--- src/rtl/fetch_pkg.sv ---
`default_nettype none
// +----------------------------------------------------------------------+
// | fetch_pkg                                                            |
// | Shared constants and state encoding for the fetch redirect block.    |
// | Revision: 1.0                                                        |
// +----------------------------------------------------------------------+
package fetch_pkg;

    localparam int PC_W         = 15;
    localparam int FETCH_STRIDE = 8;

    typedef enum logic [1:0] {
        FR_RUN        = 2'd0,
        FR_HOLD       = 2'd1,
        FR_HOLD_REDIR = 2'd2
    } fr_state_t;

endpackage
`default_nettype wire

--- src/rtl/fetch_redirect_redir_arb.sv ---
`default_nettype none
// +----------------------------------------------------------------------+
// | redir_arb                                                            |
// | Lane-priority arbiter: the older lane 0 wins over lane 1.            |
// | Revision: 1.0                                                        |
// +----------------------------------------------------------------------+
module redir_arb #(
    parameter int PC_W = 15
) (
    input  logic            x0_valid,
    input  logic            x0_is_jump,
    input  logic            x0_br_taken,
    input  logic [PC_W-1:0] x0_t_pc,
    input  logic            x1_valid,
    input  logic            x1_is_jump,
    input  logic            x1_br_taken,
    input  logic [PC_W-1:0] x1_t_pc,
    output logic            redir,
    output logic            x0_redir,
    output logic [PC_W-1:0] tgt
);

    logic w_x1_redir;

    always_comb begin
        x0_redir   = x0_valid & (x0_is_jump | x0_br_taken);
        w_x1_redir = x1_valid & (x1_is_jump | x1_br_taken);
        redir      = x0_redir | w_x1_redir;
        tgt        = x0_redir ? x0_t_pc : x1_t_pc;
    end

endmodule
`default_nettype wire

--- src/rtl/fetch_redirect.sv ---
`default_nettype none
// +----------------------------------------------------------------------+
// | fetch_redirect                                                       |
// | Dual-issue fetch PC generator with stall-tolerant redirect handling. |
// | Revision: 1.0                                                        |
// +----------------------------------------------------------------------+
module fetch_redirect #(
    parameter int              PC_W     = 15,
    parameter logic [PC_W-1:0] RESET_PC = '0,
    parameter int              CNT_W    = 16
) (
    input  logic             clk,
    input  logic             reset,
    input  logic             x0_valid,
    input  logic             x0_is_jump,
    input  logic             x0_br_taken,
    input  logic [PC_W-1:0]  x0_t_pc,
    input  logic             x1_valid,
    input  logic             x1_is_jump,
    input  logic             x1_br_taken,
    input  logic [PC_W-1:0]  x1_t_pc,
    input  logic             stall,
    output logic [PC_W-1:0]  f_pc,
    output logic             f_slot0_valid,
    output logic             f_slot1_valid,
    output logic             flush_d,
    output logic             flush_x1,
    output logic [CNT_W-1:0] redirect_cnt
);

    import fetch_pkg::*;

    fr_state_t        r_state;
    logic [PC_W-1:0]  r_f_pc;
    logic [PC_W-1:0]  r_pend_tgt;
    logic             r_slot0_valid;
    logic             r_slot1_valid;
    logic [CNT_W-1:0] r_cnt;

    logic             w_redir;
    logic             w_x0_redir;
    logic [PC_W-1:0]  w_tgt;
    logic             w_take;
    logic [PC_W-1:0]  w_apply_tgt;
    logic             w_unused_lsbs;

    redir_arb #(.PC_W(PC_W)) u_arb (
        .x0_valid    (x0_valid),
        .x0_is_jump  (x0_is_jump),
        .x0_br_taken (x0_br_taken),
        .x0_t_pc     (x0_t_pc),
        .x1_valid    (x1_valid),
        .x1_is_jump  (x1_is_jump),
        .x1_br_taken (x1_br_taken),
        .x1_t_pc     (x1_t_pc),
        .redir       (w_redir),
        .x0_redir    (w_x0_redir),
        .tgt         (w_tgt)
    );

    // A captured redirect is the oldest one, so it overrides live lane inputs.
    always_comb begin
        w_take        = (r_state == FR_HOLD_REDIR) | w_redir;
        w_apply_tgt   = (r_state == FR_HOLD_REDIR) ? r_pend_tgt : w_tgt;
        flush_d       = !stall & w_take;
        flush_x1      = !stall & w_x0_redir;
        w_unused_lsbs = ^{w_apply_tgt[1:0]};
    end

    always_ff @(posedge clk) begin
        if (reset) begin
            r_state       <= FR_RUN;
            r_f_pc        <= RESET_PC;
            r_pend_tgt    <= '0;
            r_slot0_valid <= 1'b1;
            r_slot1_valid <= 1'b1;
            r_cnt         <= '0;
        end else if (!stall) begin
            r_state       <= FR_RUN;
            r_slot1_valid <= 1'b1;
            if (w_take) begin
                r_f_pc        <= {w_apply_tgt[PC_W-1:3], 3'b000};
                r_slot0_valid <= !w_apply_tgt[2];
                if (r_cnt != {CNT_W{1'b1}}) begin
                    r_cnt <= r_cnt + 1'b1;
                end
            end else begin
                r_f_pc        <= r_f_pc + PC_W'(FETCH_STRIDE);
                r_slot0_valid <= 1'b1;
            end
        end else if (r_state != FR_HOLD_REDIR) begin
            if (w_redir) begin
                r_pend_tgt <= w_tgt;
                r_state    <= FR_HOLD_REDIR;
            end else begin
                r_state    <= FR_HOLD;
            end
        end
    end

    assign f_pc          = r_f_pc;
    assign f_slot0_valid = r_slot0_valid;
    assign f_slot1_valid = r_slot1_valid;
    assign redirect_cnt  = r_cnt;

endmodule
`default_nettype wire

--- config.mk ---
export PLATFORM = sky130hd
export DESIGN_NAME = fetch_redirect
export DESIGN_NICKNAME = d
export VERILOG_FILES = /design/src/rtl/fetch_pkg.sv /design/src/rtl/fetch_redirect_redir_arb.sv /design/src/rtl/fetch_redirect.sv
export SDC_FILE = /design/constraint.sdc
export NUM_CORES = 1
export LEC_CHECK = 0
export CORE_ASPECT_RATIO = 2
export CORE_UTILIZATION = 49
export CTS_CLUSTER_DIAMETER = 30
export DETAILED_ROUTE_END_ITERATION = 16
export GPL_TIMING_DRIVEN = 0
export HOLD_SLACK_MARGIN = 0.05
export PLACE_DENSITY = 0.81
export SYNTH_ARGS = -nofsm -noshare
export SYNTH_HDL_FRONTEND = slang
export SYNTH_SLANG_ARGS = --single-unit
export TNS_END_PERCENT = 5
--- constraint.sdc ---
create_clock -name clk -period 2.54 [get_ports clk]
set_clock_uncertainty 0.05 [all_clocks]
set_input_delay 0.762 -clock clk [delete_from_list [all_inputs] [get_ports clk]]
set_output_delay 0.762 -clock clk [all_outputs]
set_load 0.005 [all_outputs]
==> flow_summary.ini, run 1 <==
[grt]
wire_length_of_the_first_global_routing_pass_um = 13500
tot_gr_track_use = 0.313
grt_antenna_before_repair = 0
vias_in_the_first_global_route = 2870
globalRoute.totalOverflow = 0
grt_start_max_net_pins = 18

[run_status]
result_of_the_run = complete, no violations

[timing]
timing.setup.tns_ps = 0
grt_setup_unrepaired = yes
worst-slew-pin-transition_ps = 622
setup_viol_count_final = 0
fin_crit_ps = 2520
hold_violations = 0
maxSlewHeadroom = 0.585
timing.final.max_slew_violations = 0
period_share = 0.991
achievable-frequency_ghz = 0.397

[routing]
vias = 3076
route.detailed.wl_per_inst_um = 17.7
remaining_drc_errors = 0
route.final.wire_length_um = 8500
drt-initial-drc-count = 176
postRouteAntennaNets = 0
route.detailed.vias_per_inst = 6.41
detailed_router_iteration_count_before_antenna_repair = 5

[final_layout]
design.final.nets = 460
ant_diodes = 0
area_delta_synth_final_pct = 32.6
ratio_of_cells_with_drive_above_1_in_the_final_layout = 0.129
multi_input_area_sq_um = 1680
final-seq-area_sq_um = 881
stdcell_area_sq_um = 3610
fill_cells = 469

[place]
place.port_buffers = 65
postPlaceCellArea_sq_um = 3460
gp_weighted_congestion = 0.912
detailed_place_hpwl_um = 6370

[power]
power_density_cells_nw_per_um2 = 464
vdd_drop_max_uv = 514
p_leak_nw = 1.33

[yosys]
synth.top_cells.by_area = sky130_fd_sc_hd__dfxtp_1 (32%), sky130_fd_sc_hd__nor2_1 (5.4%), sky130_fd_sc_hd__mux2_2 (4.5%)
synth_top_area_frac = 0.323
ys_types = 60
yosys_most_used_dff = sky130_fd_sc_hd__dfxtp_1
post_synth.cell_area_avg_sq_um = 7.97
synth_area_leader_cell = sky130_fd_sc_hd__dfxtp_1
seq_area_frac_synth = 0.323
synthTopCellsByCount = sky130_fd_sc_hd__dfxtp_1 (44), sky130_fd_sc_hd__nor2_1 (39), sky130_fd_sc_hd__nand2_1 (32), sky130_fd_sc_hd__a21oi_1 (16), sky130_fd_sc_hd__nand3_1 (16)
mappedNetlistArea_sq_um = 2730
ys_seq_elements = 44
synth.most_common_cell = sky130_fd_sc_hd__dfxtp_1
proportion_of_synthesized_flip_flops_having_asynchronous_set_or_reset = 0
ys.warnings.count = 0
netlist_instances = 342
synth_edf_count = 0

[floorplanning]
fp.dieW_um = 54.7
num_io_pins = 74
die-area_sq_um = 5880
core_area_sq_um = 5370
floorplan.initialDensity = 0.507
chipHeight_um = 107
rows = 38

[clock_network]
hold_buffers = 0
path_clk_slew_ps = 80
worst_skew_pair.late_latency_ps = 300
ctsLongestPathBuffers = 2
cts_made_buffers = 5
cts_root_buffer = sky130_fd_sc_hd__clkbuf_8
level_count_of_the_clock_h_tree = 2
clock_tree_from_tritoncts = yes
clock_sink_count = 44

[worst_setup_path]
worstSetupEndpointType = primary output
critical_path.startpoint_type = input port
worst_ep_required_time_ps = 1730
cp_data_arrival_time_ps = 1710
path_max_fanout = 10
r2r_setup_slack_ps = 440
worstSetupPathType = in -> out

[min_path]
min-delay-path-class = reg -> reg

[job]
max_cap_viols = 0
## path summary, 6_finish.rpt
kind | from | end | cells after the start
setup / recovery | x0_is_jump | flush_x1 | 6
hold / removal | r_pend_tgt[12]$_SDFFE_PP0P_ | r_pend_tgt[12]$_SDFFE_PP0P_ | 2
setup reg to reg | redirect_cnt[0]$_SDFFE_PP0P_ | redirect_cnt[8]$_SDFFE_PP0P_ | 5
hold reg to reg | r_pend_tgt[12]$_SDFFE_PP0P_ | r_pend_tgt[12]$_SDFFE_PP0P_ | 2
## sequential cells by signal (all words and copies together), names as in the netlist
name           count
redirect_cnt      16
r_pend_tgt        13
r_state            2
f_slot0_valid      1
f_pc              12
## metrics by stage
stage / utilization / std cells / hold WS (ps) / setup slack (ps) / power [mW]
floorplan: - / 344 / 421 / 232 / 0.966
global placement: 0.644 / 469 / 427 / -1040 / 1.13
global route: 0.673 / 480 / 478 / -7.03 / 1.75
finish: 0.673 / 480 / 450 / 22.3 / 1.68
detailed placement: 0.644 / 469 / 437 / -1030 / 1.14
CTS: 0.672 / 480 / 448 / 1.05 / 1.67
## logic make-up after synthesis
logic type,after synthesis,share of synthesized area
mux,14,0.0569
compound gates,92,0.261
other cells,2,0.00276
flops,44,0.323
xor+xnor,1,0.00321
buf+inv,40,0.0707
simple gates,147,0.273
fa+ha+maj,2,0.00918
## where the power goes
group | total, mW | switching (mW) | internal (mW)
Clock | 0.537 | 0.245 | 0.292
Combinational | 0.376 | 0.191 | 0.185
Sequential | 0.765 | 0.0368 | 0.728
Total | 1.68 | 0.473 | 1.20
## worst max-delay path: stages
cell	delay [ps]
sky130_fd_sc_hd__buf_4	140
sky130_fd_sc_hd__o21ai_4	200
sky130_fd_sc_hd__buf_8	160
sky130_fd_sc_hd__buf_8	140
sky130_fd_sc_hd__nor2_1	50
sky130_fd_sc_hd__dlygate4sd2_1	250
## cell usage in the layout (no fill, tap or decap), types with 3 or more instances in the layout
| cell type | count |
|---|---|
| sky130_fd_sc_hd__a311o_1 | 4 |
| sky130_fd_sc_hd__a21oi_1 | 16 |
| sky130_fd_sc_hd__nand3_1 | 16 |
| sky130_fd_sc_hd__dfxtp_1 | 44 |
| sky130_fd_sc_hd__o21ai_0 | 4 |
| sky130_fd_sc_hd__nand2_1 | 32 |
| sky130_fd_sc_hd__a211oi_1 | 9 |
| sky130_fd_sc_hd__o311ai_0 | 3 |
| sky130_fd_sc_hd__a31oi_1 | 5 |
| sky130_fd_sc_hd__or2_2 | 3 |
| sky130_fd_sc_hd__nor3_1 | 4 |
| sky130_fd_sc_hd__clkbuf_8 | 7 |
| sky130_fd_sc_hd__nand2b_1 | 10 |
| sky130_fd_sc_hd__and2_1 | 4 |
| sky130_fd_sc_hd__and3_1 | 3 |
| sky130_fd_sc_hd__inv_1 | 10 |
| sky130_fd_sc_hd__o211ai_1 | 5 |
| sky130_fd_sc_hd__nor2b_1 | 12 |
| sky130_fd_sc_hd__and4_1 | 3 |
| sky130_fd_sc_hd__clkbuf_1 | 13 |
| sky130_fd_sc_hd__nand4_1 | 6 |
| sky130_fd_sc_hd__nor2_1 | 39 |
| sky130_fd_sc_hd__buf_2 | 11 |
| sky130_fd_sc_hd__nor4_1 | 6 |
| sky130_fd_sc_hd__a221oi_1 | 3 |
| sky130_fd_sc_hd__a311oi_1 | 13 |
| sky130_fd_sc_hd__buf_4 | 10 |
| sky130_fd_sc_hd__conb_1 | 4 |
| sky130_fd_sc_hd__o211a_1 | 5 |
| sky130_fd_sc_hd__mux2_2 | 11 |
| sky130_fd_sc_hd__clkdlybuf4s50_1 | 56 |
| sky130_fd_sc_hd__o32ai_1 | 3 |
## what timing repair did
| action | in CTS | in global routing |
|---|---|---|
| cloned | 0 | 0 |
| pin swaps | 3 | 0 |
| resized for setup | 43 | 3 |
| endpoints found under the hold margin | 0 | 0 |
| setup endpoints to repair | 2 | 1 |
| buffers inserted | 4 | 0 |
## final cells by class
| class | count | area share |
|---|---|---|
| inverter | 11 | 0.0114 |
| timing repair buffer | 69 | 0.180 |
| multi-input combinational | 260 | 0.464 |
| clock buffer | 6 | 0.0201 |
| sequential | 44 | 0.244 |
| clock inverter | 2 | 0.00969 |
| buffer | 28 | 0.0502 |
| tap | 60 | 0.0208 |
## routing by layer
| layer | vias up | track usage | routed length [um] |
|---|---|---|---|
| met5 | - | 0 | 0 |
| met4 | 0 | 0.148 | 322 |
| li1 | 1430 | - | - |
| met2 | 166 | 0.570 | 4720 |
| met3 | 39 | 0.0480 | 502 |
| met1 | 1441 | 0.320 | 2960 |
Power figures use the tool's default switching activity.
==> inputs of run 2 (changes only) <==
--- a/config.mk
+++ b/config.mk
@@ -7,6 +7,7 @@
 export LEC_CHECK = 0
 export CORE_ASPECT_RATIO = 2
 export CORE_UTILIZATION = 49
+export CTS_BUF_LIST = sky130_fd_sc_hd__clkbuf_16
 export CTS_CLUSTER_DIAMETER = 30
 export DETAILED_ROUTE_END_ITERATION = 16
 export GPL_TIMING_DRIVEN = 0
==> flow_summary.ini, run 2 (synthesis results as in run 1) <==
[power]
power_mw = 1.86
p_leak_nw = 1.35
power_density_cells_nw_per_um2 = 509
vdd_drop_max_uv = 463

[clock_network]
hold_buffers = 0
path_clk_slew_ps = 60
level_count_of_the_clock_h_tree = 2
cts_root_buffer = sky130_fd_sc_hd__clkbuf_16
clock_sink_count = 44
worst_skew_pair.late_latency_ps = 280
clock_tree_from_tritoncts = yes
cts_made_buffers = 5
ctsLongestPathBuffers = 2

[worst_setup_path]
worstReg2RegEnd = redirect_cnt[8]$_SDFFE_PP0P_
cpMaxStageDelayCell = sky130_fd_sc_hd__dlygate4sd2_1
worstPathCellList = clkbuf_4 -> o21ai_4 -> buf_8 -> buf_6 -> nor2_1 -> dlygate4sd2_1
worst-r2r-cell-count = 5
worstSetupPathType = in -> out
worstSetupEndpointType = primary output
worstReg2RegStart = redirect_cnt[0]$_SDFFE_PP0P_
critical_path.max_stage_delay_ps = 250
worst_ep_required_time_ps = 1730
critical_path.startpoint_type = input port
critPathTopFamily = buffers and inverters
path_max_fanout = 10
cp_data_arrival_time_ps = 1690
r2r_setup_slack_ps = 450
crit_buf_inv = 4

[timing]
maxSlewHeadroom = 0.590
grt_setup_unrepaired = no
worst_hold_slack_ps = 446
worst-slew-pin-transition_ps = 616
fin_crit_ps = 2510
timing.final.max_slew_violations = 0
hold_violations = 0
setup_viol_count_final = 0
period_share = 0.986
achievable-frequency_ghz = 0.399
timing.setup.tns_ps = 0

[final_layout]
largest_reg_flops = 16
mostFrequentLayoutCell = sky130_fd_sc_hd__clkdlybuf4s50_1
ant_diodes = 0
multi_input_area_sq_um = 1680
final_cell_mix = sky130_fd_sc_hd__clkdlybuf4s50_1 (56), sky130_fd_sc_hd__dfxtp_1 (44), sky130_fd_sc_hd__nor2_1 (39)
design.final.nets = 459
final-seq-area_sq_um = 881
area_delta_synth_final_pct = 34.3
final_util = 0.681
fill_cells = 451
ratio_of_cells_with_drive_above_1_in_the_final_layout = 0.126

[grt]
grt_antenna_before_repair = 0
tot_gr_track_use = 0.314
wire_length_of_the_first_global_routing_pass_um = 13600
grt_start_max_net_pins = 18
globalRoute.totalOverflow = 0
vias_in_the_first_global_route = 2929

[routing]
route.detailed.vias_per_inst = 6.45
drt-initial-drc-count = 179
vias = 3088
postRouteAntennaNets = 0
route.final.wire_length_um = 8560
remaining_drc_errors = 0
route.detailed.wl_per_inst_um = 17.9
detailed_router_iteration_count_before_antenna_repair = 5

[floorplanning]
num_io_pins = 74
die-area_sq_um = 5880
floorplan.initialDensity = 0.507
fp.dieW_um = 54.7
core_area_sq_um = 5370
rows = 38
chipHeight_um = 107

[min_path]
min-delay-path-class = reg -> reg
hold-path-endpoint = r_pend_tgt[3]$_SDFFE_PP0P_
hold_path_startpoint = r_pend_tgt[3]$_SDFFE_PP0P_
worst_hold_path.num_cells = 2

[place]
detailed_place_hpwl_um = 6370
gp_weighted_congestion = 0.912
place.port_buffers = 65

[run_status]
result_of_the_run = complete, no violations

[job]
max_cap_viols = 0
## run 2: cell count changes in the layout (fill, tap and decap cells not counted), sizes merged
cell and delta:
buf -1, clkbuf -1, clkdlybuf4s15 +1, dlygate4sd2 -1
inv +1
## run 2: worst register-to-register path, delay by kind of cell (launching register included)
family,cells,cell delay [ps]
muxes,1,370
and+or+nand+nor,3,950
adders and majority gates,1,200
DFF,1,410
## run 2: cell type report
class                      instances  share of cell area
clock inverter                     3              0.0106
multi-input combinational        260               0.458
buffer                            27              0.0458
inverter                          11              0.0113
timing repair buffer              69               0.179
tap                               60              0.0205
sequential                        44               0.241
clock buffer                       5              0.0342
## run 2: power breakdown
group / switching, mW / internal (mW)
Combinational: 0.191 / 0.183
Sequential: 0.0376 / 0.729
Clock: 0.263 / 0.459
## run 2: timing repair
action                     4_1_cts  5_1_grt
hold endpoints to repair         0        0
setup endpoints to repair        6        1
pin swaps                        3        2
resized for setup               43        5
buffers inserted                 3        1
gates cloned                     0        0
## run 2: per-layer routing
layer	share of wire	wire length [um]	GRT usage	vias up
met5	0	0	0	-
met4	0.027	229	0.158	0
met3	0.054	464	0.0410	25
met2	0.57	4880	0.570	163
met1	0.35	2990	0.322	1471
li1	-	-	-	1429
## run 2: worst max-delay path by stage
stage                      from       end  depth (start not counted)
floorplan           x1_br_taken   flush_d                          5
global placement    x0_br_taken  flush_x1                          6
detailed placement  x0_br_taken  flush_x1                          6
CTS                  x0_is_jump  flush_x1                          6
global route        x0_br_taken  flush_x1                          6
finish              x0_br_taken  flush_x1                          6
## run 2: stage by stage
step                      std cells  instance area [sq um]  setup WS [ps]
after global routing            479                   3660           9.48
after CTS                       479                   3660           1.12
final                           479                   3660           34.4
after detailed placement        469                   3460          -1030
after floorplan                 344                   2730            232
after global placement          469                   3460          -1040
